`config.mk`:
```
export PLATFORM = sky130hd
export DESIGN_NAME = uart_tx_arbiter
export DESIGN_NICKNAME = d
export VERILOG_FILES = /design/src/rtl/uart_tx_arb_pkg.sv /design/src/rtl/uart_tx_serializer.sv /design/src/rtl/uart_tx_arbiter.sv
export SDC_FILE = /design/constraint.sdc
export NUM_CORES = 1
export LEC_CHECK = 0
export ABC_AREA = 1
export CAP_MARGIN = 20
export CORE_UTILIZATION = 51
export DETAILED_ROUTE_END_ITERATION = 6
export PLACE_DENSITY_LB_ADDON = 0.15
export SLEW_MARGIN = 10
export SYNTH_ARGS = -nofsm -noshare
export SYNTH_HDL_FRONTEND = slang
export SYNTH_HIERARCHICAL = 1
export SYNTH_SLANG_ARGS = --single-unit
export TNS_END_PERCENT = 1
```
`constraint.sdc`:
```
create_clock -name clk -period 2.7 [get_ports clk]
set_input_delay 0.54 -clock clk [delete_from_list [all_inputs] [get_ports clk]]
set_output_delay 0.54 -clock clk [all_outputs]
set_load 0.005 [all_outputs]
```
`src/rtl/uart_tx_arb_pkg.sv`:
```
// Shared constants and FSM state encoding for the UART transmit arbiter.
package uart_tx_arb_pkg;
  localparam int         FRAME_BITS = 10;
  localparam logic [7:0] TAG_BASE   = 8'h30;
  localparam int         MAX_REQ    = 8;

  typedef logic [2:0] state_t;
  localparam state_t ST_IDLE      = 3'd0;
  localparam state_t ST_START     = 3'd1;
  localparam state_t ST_DATA      = 3'd2;
  localparam state_t ST_STOP      = 3'd3;
  localparam state_t ST_TAG_START = 3'd4;
  localparam state_t ST_TAG_DATA  = 3'd5;
  localparam state_t ST_TAG_STOP  = 3'd6;
endpackage

```
`src/rtl/uart_tx_serializer.sv`:
```
// 8N1 serializer: a load strobe (re)starts a frame; the baud counter and bit index live here.
module uart_tx_serializer
  import uart_tx_arb_pkg::*;
#(
  parameter int BIT_CYCLES = 16
) (
  input  logic       clk,
  input  logic       rst,
  input  logic       i_load,
  input  logic [7:0] i_byte,
  output logic       o_tx,
  output logic       o_bit_end,
  output logic [3:0] o_bit_idx,
  output logic       o_done
);
  localparam int             CW        = (BIT_CYCLES > 1) ? $clog2(BIT_CYCLES) : 1;
  localparam logic [CW-1:0]  BAUD_LAST = CW'(BIT_CYCLES - 1);
  localparam logic [3:0]     LAST_BIT  = 4'(FRAME_BITS - 1);

  logic [CW-1:0] r_baud;
  logic [3:0]    r_bit_idx;
  logic [7:0]    r_data;
  logic          r_active;
  logic          r_tx;
  logic          w_bit_end;

  assign w_bit_end = r_active && (r_baud == BAUD_LAST);

  // bit index 0 is the start bit, 1..8 data LSB first, 9 the stop bit
  always_ff @(posedge clk) begin
    if (rst) begin
      r_baud    <= '0;
      r_bit_idx <= '0;
      r_data    <= '0;
      r_active  <= 1'b0;
      r_tx      <= 1'b1;
    end else if (i_load) begin
      r_data    <= i_byte;
      r_baud    <= '0;
      r_bit_idx <= '0;
      r_active  <= 1'b1;
      r_tx      <= 1'b0;
    end else if (r_active) begin
      if (w_bit_end) begin
        r_baud <= '0;
        r_tx   <= (r_bit_idx < 4'd8) ? r_data[r_bit_idx[2:0]] : 1'b1;
        if (r_bit_idx == LAST_BIT) begin
          r_active  <= 1'b0;
          r_bit_idx <= '0;
        end else begin
          r_bit_idx <= r_bit_idx + 4'd1;
        end
      end else begin
        r_baud <= r_baud + CW'(1);
      end
    end
  end

  assign o_tx      = r_tx;
  assign o_bit_end = w_bit_end;
  assign o_bit_idx = r_bit_idx;
  assign o_done    = w_bit_end && (r_bit_idx == LAST_BIT);
endmodule

```
`src/rtl/uart_tx_arbiter.sv`:
```
// Round-robin arbiter sharing one 8N1 UART line among NUM_REQ byte sources.
// Define UART_TX_ARB_TAG_EN to prefix every byte with an ASCII requester tag frame.
//
// state     | meaning
// IDLE      | line idle, arbitrating; handshake happens here
// START     | data frame start bit
// DATA      | data frame bits 0..7
// STOP      | data frame stop bit, then back to IDLE
// TAG_START | tag frame start bit
// TAG_DATA  | tag frame bits 0..7
// TAG_STOP  | tag frame stop bit, then straight into START
module uart_tx_arbiter
  import uart_tx_arb_pkg::*;
#(
  parameter  int CLK_FREQ  = 27000000,
  parameter  int BAUD_RATE = 9600,
  parameter  int NUM_REQ   = 4,
  localparam int GW        = (NUM_REQ > 1) ? $clog2(NUM_REQ) : 1
) (
  input  logic                 clk,
  input  logic                 rst,
  input  logic [NUM_REQ-1:0]   req_valid,
  input  logic [8*NUM_REQ-1:0] req_data,
  output logic [NUM_REQ-1:0]   req_ready,
  output logic                 tx,
  output logic                 busy,
  output logic [GW-1:0]        grant_id
);
  localparam int BIT_CYCLES = CLK_FREQ / BAUD_RATE;

  state_t                r_state;
  logic [GW-1:0]         r_ptr;
  logic [GW-1:0]         r_grant;
  logic [2*NUM_REQ-1:0]  w_rot_full;
  logic [NUM_REQ-1:0]    w_rot;
  logic                  w_found;
  logic [GW-1:0]         w_gnt;
  logic [GW-1:0]         w_ptr_nxt;
  logic                  w_hs;
  logic [7:0]            w_req_byte;
  logic                  w_load;
  logic [7:0]            w_load_byte;
  logic                  w_bit_end;
  logic                  w_done;
  logic [3:0]            w_bit_idx;
  int                    v_off;
  int                    v_g;
  int                    v_n;

  // rotate so bit 0 is the pointer position; lowest set bit wins
  always_comb begin
    w_rot_full = {req_valid, req_valid} >> r_ptr;
    w_rot      = w_rot_full[NUM_REQ-1:0];
    w_found    = |w_rot;
    v_off      = 0;
    for (int j = NUM_REQ - 1; j >= 0; j--) begin
      if (w_rot[j]) v_off = j;
    end
    v_g = int'(r_ptr) + v_off;
    if (v_g >= NUM_REQ) v_g = v_g - NUM_REQ;
    v_n = v_g + 1;
    if (v_n >= NUM_REQ) v_n = 0;
    w_gnt     = GW'(v_g);
    w_ptr_nxt = GW'(v_n);
  end

  assign w_hs       = !rst && (r_state == ST_IDLE) && w_found;
  assign req_ready  = w_hs ? (NUM_REQ'(1) << w_gnt) : '0;
  assign w_req_byte = req_data[8*w_gnt +: 8];

`ifdef UART_TX_ARB_TAG_EN
  logic [7:0] r_byte;

  assign w_load      = w_hs || ((r_state == ST_TAG_STOP) && w_done);
  assign w_load_byte = w_hs ? (TAG_BASE + 8'(w_gnt)) : r_byte;

  always_ff @(posedge clk) begin
    if (rst)       r_byte <= '0;
    else if (w_hs) r_byte <= w_req_byte;
  end
`else
  assign w_load      = w_hs;
  assign w_load_byte = w_req_byte;
`endif

  always_ff @(posedge clk) begin
    if (rst) begin
      r_state <= ST_IDLE;
      r_ptr   <= '0;
      r_grant <= '0;
    end else begin
      case (r_state)
        ST_IDLE: if (w_hs) begin
          r_ptr   <= w_ptr_nxt;
          r_grant <= w_gnt;
`ifdef UART_TX_ARB_TAG_EN
          r_state <= ST_TAG_START;
`else
          r_state <= ST_START;
`endif
        end
        ST_START: if (w_bit_end) r_state <= ST_DATA;
        ST_DATA:  if (w_bit_end && (w_bit_idx == 4'd8)) r_state <= ST_STOP;
        ST_STOP:  if (w_done) r_state <= ST_IDLE;
`ifdef UART_TX_ARB_TAG_EN
        ST_TAG_START: if (w_bit_end) r_state <= ST_TAG_DATA;
        ST_TAG_DATA:  if (w_bit_end && (w_bit_idx == 4'd8)) r_state <= ST_TAG_STOP;
        ST_TAG_STOP:  if (w_done) r_state <= ST_START;
`endif
        default: r_state <= ST_IDLE;
      endcase
    end
  end

  uart_tx_serializer #(.BIT_CYCLES(BIT_CYCLES)) u_ser (
    .clk       (clk),
    .rst       (rst),
    .i_load    (w_load),
    .i_byte    (w_load_byte),
    .o_tx      (tx),
    .o_bit_end (w_bit_end),
    .o_bit_idx (w_bit_idx),
    .o_done    (w_done)
  );

  assign busy     = (r_state != ST_IDLE);
  assign grant_id = r_grant;
endmodule
```
== Word-level counts from Yosys, hierarchy flattened ==
Cells that the tools add are included.
Word-level totals
  latch bits: 0
  register bits after elaboration: 33
  memories: 0
  input port bits: 38
  memory bits (read-only): 0
  logic and storage cells: 70
  bits in writable memories: 0
Operators by class
  mux-type cells: 24
  $lt $le $gt $ge: 4
  multiply operators: 0
  add/sub/neg operators: 5
  shifts and indexed selects: 3
  reduce and logical (&&, ||, !) cells: 16
  div/mod/pow operators: 0
  eq/ne operators: 10
  bitwise gates (word level): 0
Operator list (number)
  $mux W32: 4
  $ge A32 B4 Y1 const B: 2
  $add A3 B32 Y32: 1
  $add A32 B2 Y32 const B: 1
  $shiftx A32 B6 Y8: 1
  $sub A32 B4 Y32 const B: 1
  $add A12 B1 Y12 const B: 1
  $eq A12 B12 Y1 const B: 1
  $mux W12: 1
  $mux W3: 4
  $pmux W3 S4: 1
  $mux W1: 9
  $eq A4 B4 Y1 const B: 2
  $mux W4: 2
  $shr A8 B2 Y4: 1
  $eq A3 B2 Y1 const B: 2
  $reduce_and A2 Y1: 3
  $logic_and A1 B1 Y1: 5
  $add A4 B1 Y4 const B: 1
  $lt A3 B4 Y1 const B: 1
  $lt A4 B4 Y1 const B: 1
  $mux W2: 2
  $ne A2 B1 Y1 const B: 2
  $ne A2 B2 Y1 const B: 2
  10 further kinds: 11

== Depth between registers and ports, before layout ==
  word-level depth: 11
  depth in mapped cells: 16

== Hierarchy ==
Netlist, hierarchy kept.
Modules (own cells, without submodules)
  uart_tx_serializer: times used 1, cells each 184, area each 1285.0 um2
  uart_tx_arbiter: times used 1, cells each 163, area each 825.8 um2

== Worst setup path before layout ==
No wires, ideal clock.
  kind: input to output
  start: input port req_valid[1]
  end: output port req_ready[2]
  stages: 12
  arrival time: 2117 ps
  buffers on the path: 2
  required time: 2160 ps
  path slack: 43 ps
  cells stage by stage: nand2_1 -> nand3_1 -> nand2_1 -> nand3_1 -> a21boi_0 -> ha_1 -> buf_2 -> clkinv_1 -> clkbuf_1 -> ha_1 -> inv_1 -> nor2_1
RTL lines
  start: declaration: RTL line uart_tx_arbiter.sv:22  | input logic [NUM_REQ-1:0] req_valid,
  end: declaration: RTL line uart_tx_arbiter.sv:24  | output logic [NUM_REQ-1:0] req_ready,

== Worst setup path in the final report ==
  start: register r_ptr[1]
  end: output port req_ready[2]
On the way
  word-level cells in the longest chain between the ends: 10
  elaborated cells between the ends (all ways): 13
RTL lines
  start: declaration: RTL line uart_tx_arbiter.sv:32  | logic [GW-1:0] r_ptr;
  start signal: assignment: RTL line uart_tx_arbiter.sv:94  | r_ptr <= w_ptr_nxt;
  $shr A8 B2 Y4: RTL line uart_tx_arbiter.sv:52  | w_rot_full = {req_valid, req_valid} >> r_ptr;
  $mux W2: RTL line uart_tx_arbiter.sv:57  | if (w_rot[j]) v_off = j;
  $mux W32 (3 in series): RTL line uart_tx_arbiter.sv:57
  $add A3 B32 Y32: RTL line uart_tx_arbiter.sv:59  | v_g = int'(r_ptr) + v_off;
  $sub A32 B4 Y32 / $ge A32 B4 Y1 (equally long branches): RTL line uart_tx_arbiter.sv:60  | if (v_g >= NUM_REQ) v_g = v_g - NUM_REQ;
  $mux W32: RTL line uart_tx_arbiter.sv:60
  $shl A1 B2 Y4: RTL line uart_tx_arbiter.sv:68  | assign req_ready = w_hs ? (NUM_REQ'(1) << w_gnt) : '0;
  $mux W4 (*): RTL line uart_tx_arbiter.sv:68
Mark *: on every way between the ends. The rest lies on a longest branch, timed or not.

==> metrics.txt <==
Mapped Nets=slightly below 400; design area=just under 3000 sq um; first-pass GRT wire length=about 8500 um; WHS=0.4597 ns; pwr dens=around 990 nW/um^2; Routed WL=approximately 5300 um; die outline width=between 60 and 70 um; # port buffers=45; Final setup viols=1; CP peak stage delay=0.41 ns; layout cells sized above 1=roughly a fifth; Core Region=4000 sq um; detailed-route via count=2340; max-slew violations=0; synthesized instance count=around 350; Sw Share=44.15%; Clk pwr share=approximately 15%; Worst setup SP type=flop; FF-to-FF setup slack=around 0.22 ns; crit path DAT=about 2.2 ns; num rows=23; DRT antenna net count=0; GP Congestion=approximately 0.86; unrepaired setup endpoints after global routing=true; Root Buffer=clkbuf_8; Sw Pwr=1300 uW; register area share after synthesis=a little over 30%; Cell variety after synth=33; DRC=0; Placed Area=around 2700 sq um; Clock Skew=between 0.008 and 0.009 ns; fin crit period=roughly 2.7 ns; CP Buf/Inv Count=6; Rel. slew slack=74.40%; CP max FO=6; Worst VDD drop=0.6007 mV; largest net degree at the start of global routing=17; largest delay contributor family on the critical path=simple AND/OR/NAND/NOR gates; Int Power=1645 uW; Clock Path Buffers=2; Avg Inst Size Synth=6.083 sq um; period utilization=100.2%; main area contributors after synthesis=dfxtp_1 30%, nand2_1 25%, nor2_1 6.4%; I/O pin count=46; hold_buf cts=0; initial antenna violation count=0; Final nets=approximately 460; Gate power share=62.3%; layout overhead on the synthesized area=41.02%; total gr overflow=0; max frequency=~370 MHz; DRT iter0 DRCs=about 120; crit path cell chain=inv_2 > nand3_2 > nand2_2 > buf_4 > buf_4 > buf_4 > nand2_2 > nand3_2 > or2_1 > nand2_4 > ha_4 > inv_1 > nor2_1 > buf_2; number of buffers created by CTS=5; top cell type's share of synthesized area=between 30% and 40%; Vias/cell=5.000; vias in the first global route=2030; Cell Area, Synth=between 2000 and 2500 sq um; TritonCTS Sinks=32; Ant. Diodes=0; worst-margin pin slew=about 0.38 ns; initial core utilization=52.77%; Synth area leader=dfxtp_1; wire per inst=11.43 um; gr usage total=about a quarter; crit end category=output port; total iterations of the first detailed-routing run=7; Tot Pwr=between 2000 and 3000 uW; status=complete, but fails checks; most used cell, CP=buf_4; worst hold path class=reg -> reg; Yosys warnings=6; Max H-tree Level=2; failing checks=negative setup slack; max-cap violations=0; Clock Pin Slew Worst Setup and Hold Paths=0.06 ns; Fin. Hold Viols=0; leakage dissipation=roughly 0.0014 uW; DP Wirelength=~4000 um; crit path kind=reg -> out; setup TNS=-0.005404 ns; Die Ht=~66 um; final worst setup slack=-0.005404 ns; CP max stage cell=dfxtp_4; DIE AREA=4400 sq um; Synth Register Bits=32; Reg power frac=22.6%; worst skew pair latency=roughly 0.28 ns; CP Data Required Time=2.16 ns; CTS tree=yes
sequential cells by signal, indices dropped and copies added (netlist names):
| signal | count |
|---|---|
| u_ser/r_baud | 12 |
| u_ser/r_data | 8 |
| u_ser/o_bit_idx | 4 |
| grant_id | 2 |
| r_ptr | 2 |
| r_state | 2 |
| u_ser/o_tx | 1 |
| u_ser/r_active | 1 |
worst paths after layout:
path,startpoint,to,depth (start not counted)
setup / recovery,r_ptr[1],req_ready[2],14
hold / removal,u_ser/r_data[0],u_ser/r_data[0],2
setup reg to reg,r_ptr[1],u_ser/r_data[5],17
hold reg to reg,u_ser/r_data[0],u_ser/r_data[0],2
cell families (layout without fill, tap and decap cells):
group	count (synthesis)	count (layout)	share of synthesized area [%]
flops	32	32	30.35
xor+xnor	2	2	0.8300
compound gates	38	38	9.722
fa+ha+maj	7	7	4.149
buf+inv	44	115	8.535
simple gates	224	224	46.41
synth_stat cells (all sizes together):
| library cell | count |
|---|---|
| nand2 | 147 |
| nor2 | 42 |
| inv | 36 |
| dfxtp | 32 |
| nand3 | 26 |
| o21ai | 19 |
| a21oi | 14 |
| ha | 7 |
| buf | 5 |
| nor3 | 5 |
| a21boi | 2 |
| clkinv | 2 |
| nand4 | 2 |
| xor2 | 2 |
| a211oi | 1 |
| clkbuf | 1 |
| nor4 | 1 |
| o21a | 1 |
| o22ai | 1 |
| or2 | 1 |
tightest hold or removal path: cells and delay by family (launching register included):
kind                   cells  cell delay, ns
DFF                        1            0.30
AOI/OAI and AO/OA          1            0.06
buffers and inverters      1            0.06
cell usage in the layout, fill, tap and decap left out, types with 2 or more instances in the layout:
master and count:
inv_1 32, clkinv_2 2, nand2_4 6, ha_1 5, nand3_1 16, clkbuf_8 5, o21ai_0 18, nand2_1 131
inv_2 2, nor3_1 5, nand2_2 10, dfxtp_4 2, buf_4 22, nand3_2 8, clkdlybuf4s50_1 37, nor2_4 5
nor2_1 33, nand4_1 2, nor2_2 4, buf_2 8, dfxtp_1 30, buf_6 2, nand3_4 2, a21oi_1 14
final cells by class:
type,instances,area (sq um)
clock buffers,6,72.57
clock inverters,2,35.03
fillers,311,1023
inverters,38,151.4
multi-input cells,271,1409
flip-flops and latches,32,648.1
well taps,50,62.56
repair buffers,69,598.1
power groups by stage:
stage,clock network (uW),registers (uW),logic (uW)
final,443,666,1840
after global routing,471,678,2040
after CTS,450,658,1760
after detailed placement,0,656,1640
after global placement,0,654,1620
after floorplan,0,642,1020
routing by layer:
layer,GRT usage (%),wire (um),vias to the layer above
met3,5.517,302,2
met5,0,0,-
met2,40.69,2441,67
met4,5.053,13,0
met1,34.20,2591,1046
li1,-,-,1225
repair_timing:
item / 4_1_cts / 5_1_grt
pin swaps: 16 / 9
gates resized for setup: 54 / 17
setup buffers: 4 / 0
endpoints found under the setup margin: 6 / 4
through the flow:
step	worst slack, ns	cells	util, %
after floorplan	0.04338	347	-
after global placement	-0.6659	456	68.50
after detailed placement	-0.7070	456	68.50
after CTS	0.002281	468	73.16
after global routing	-0.08818	468	74.41
final	-0.005404	468	74.41
Power figures use the tool's default switching activity.
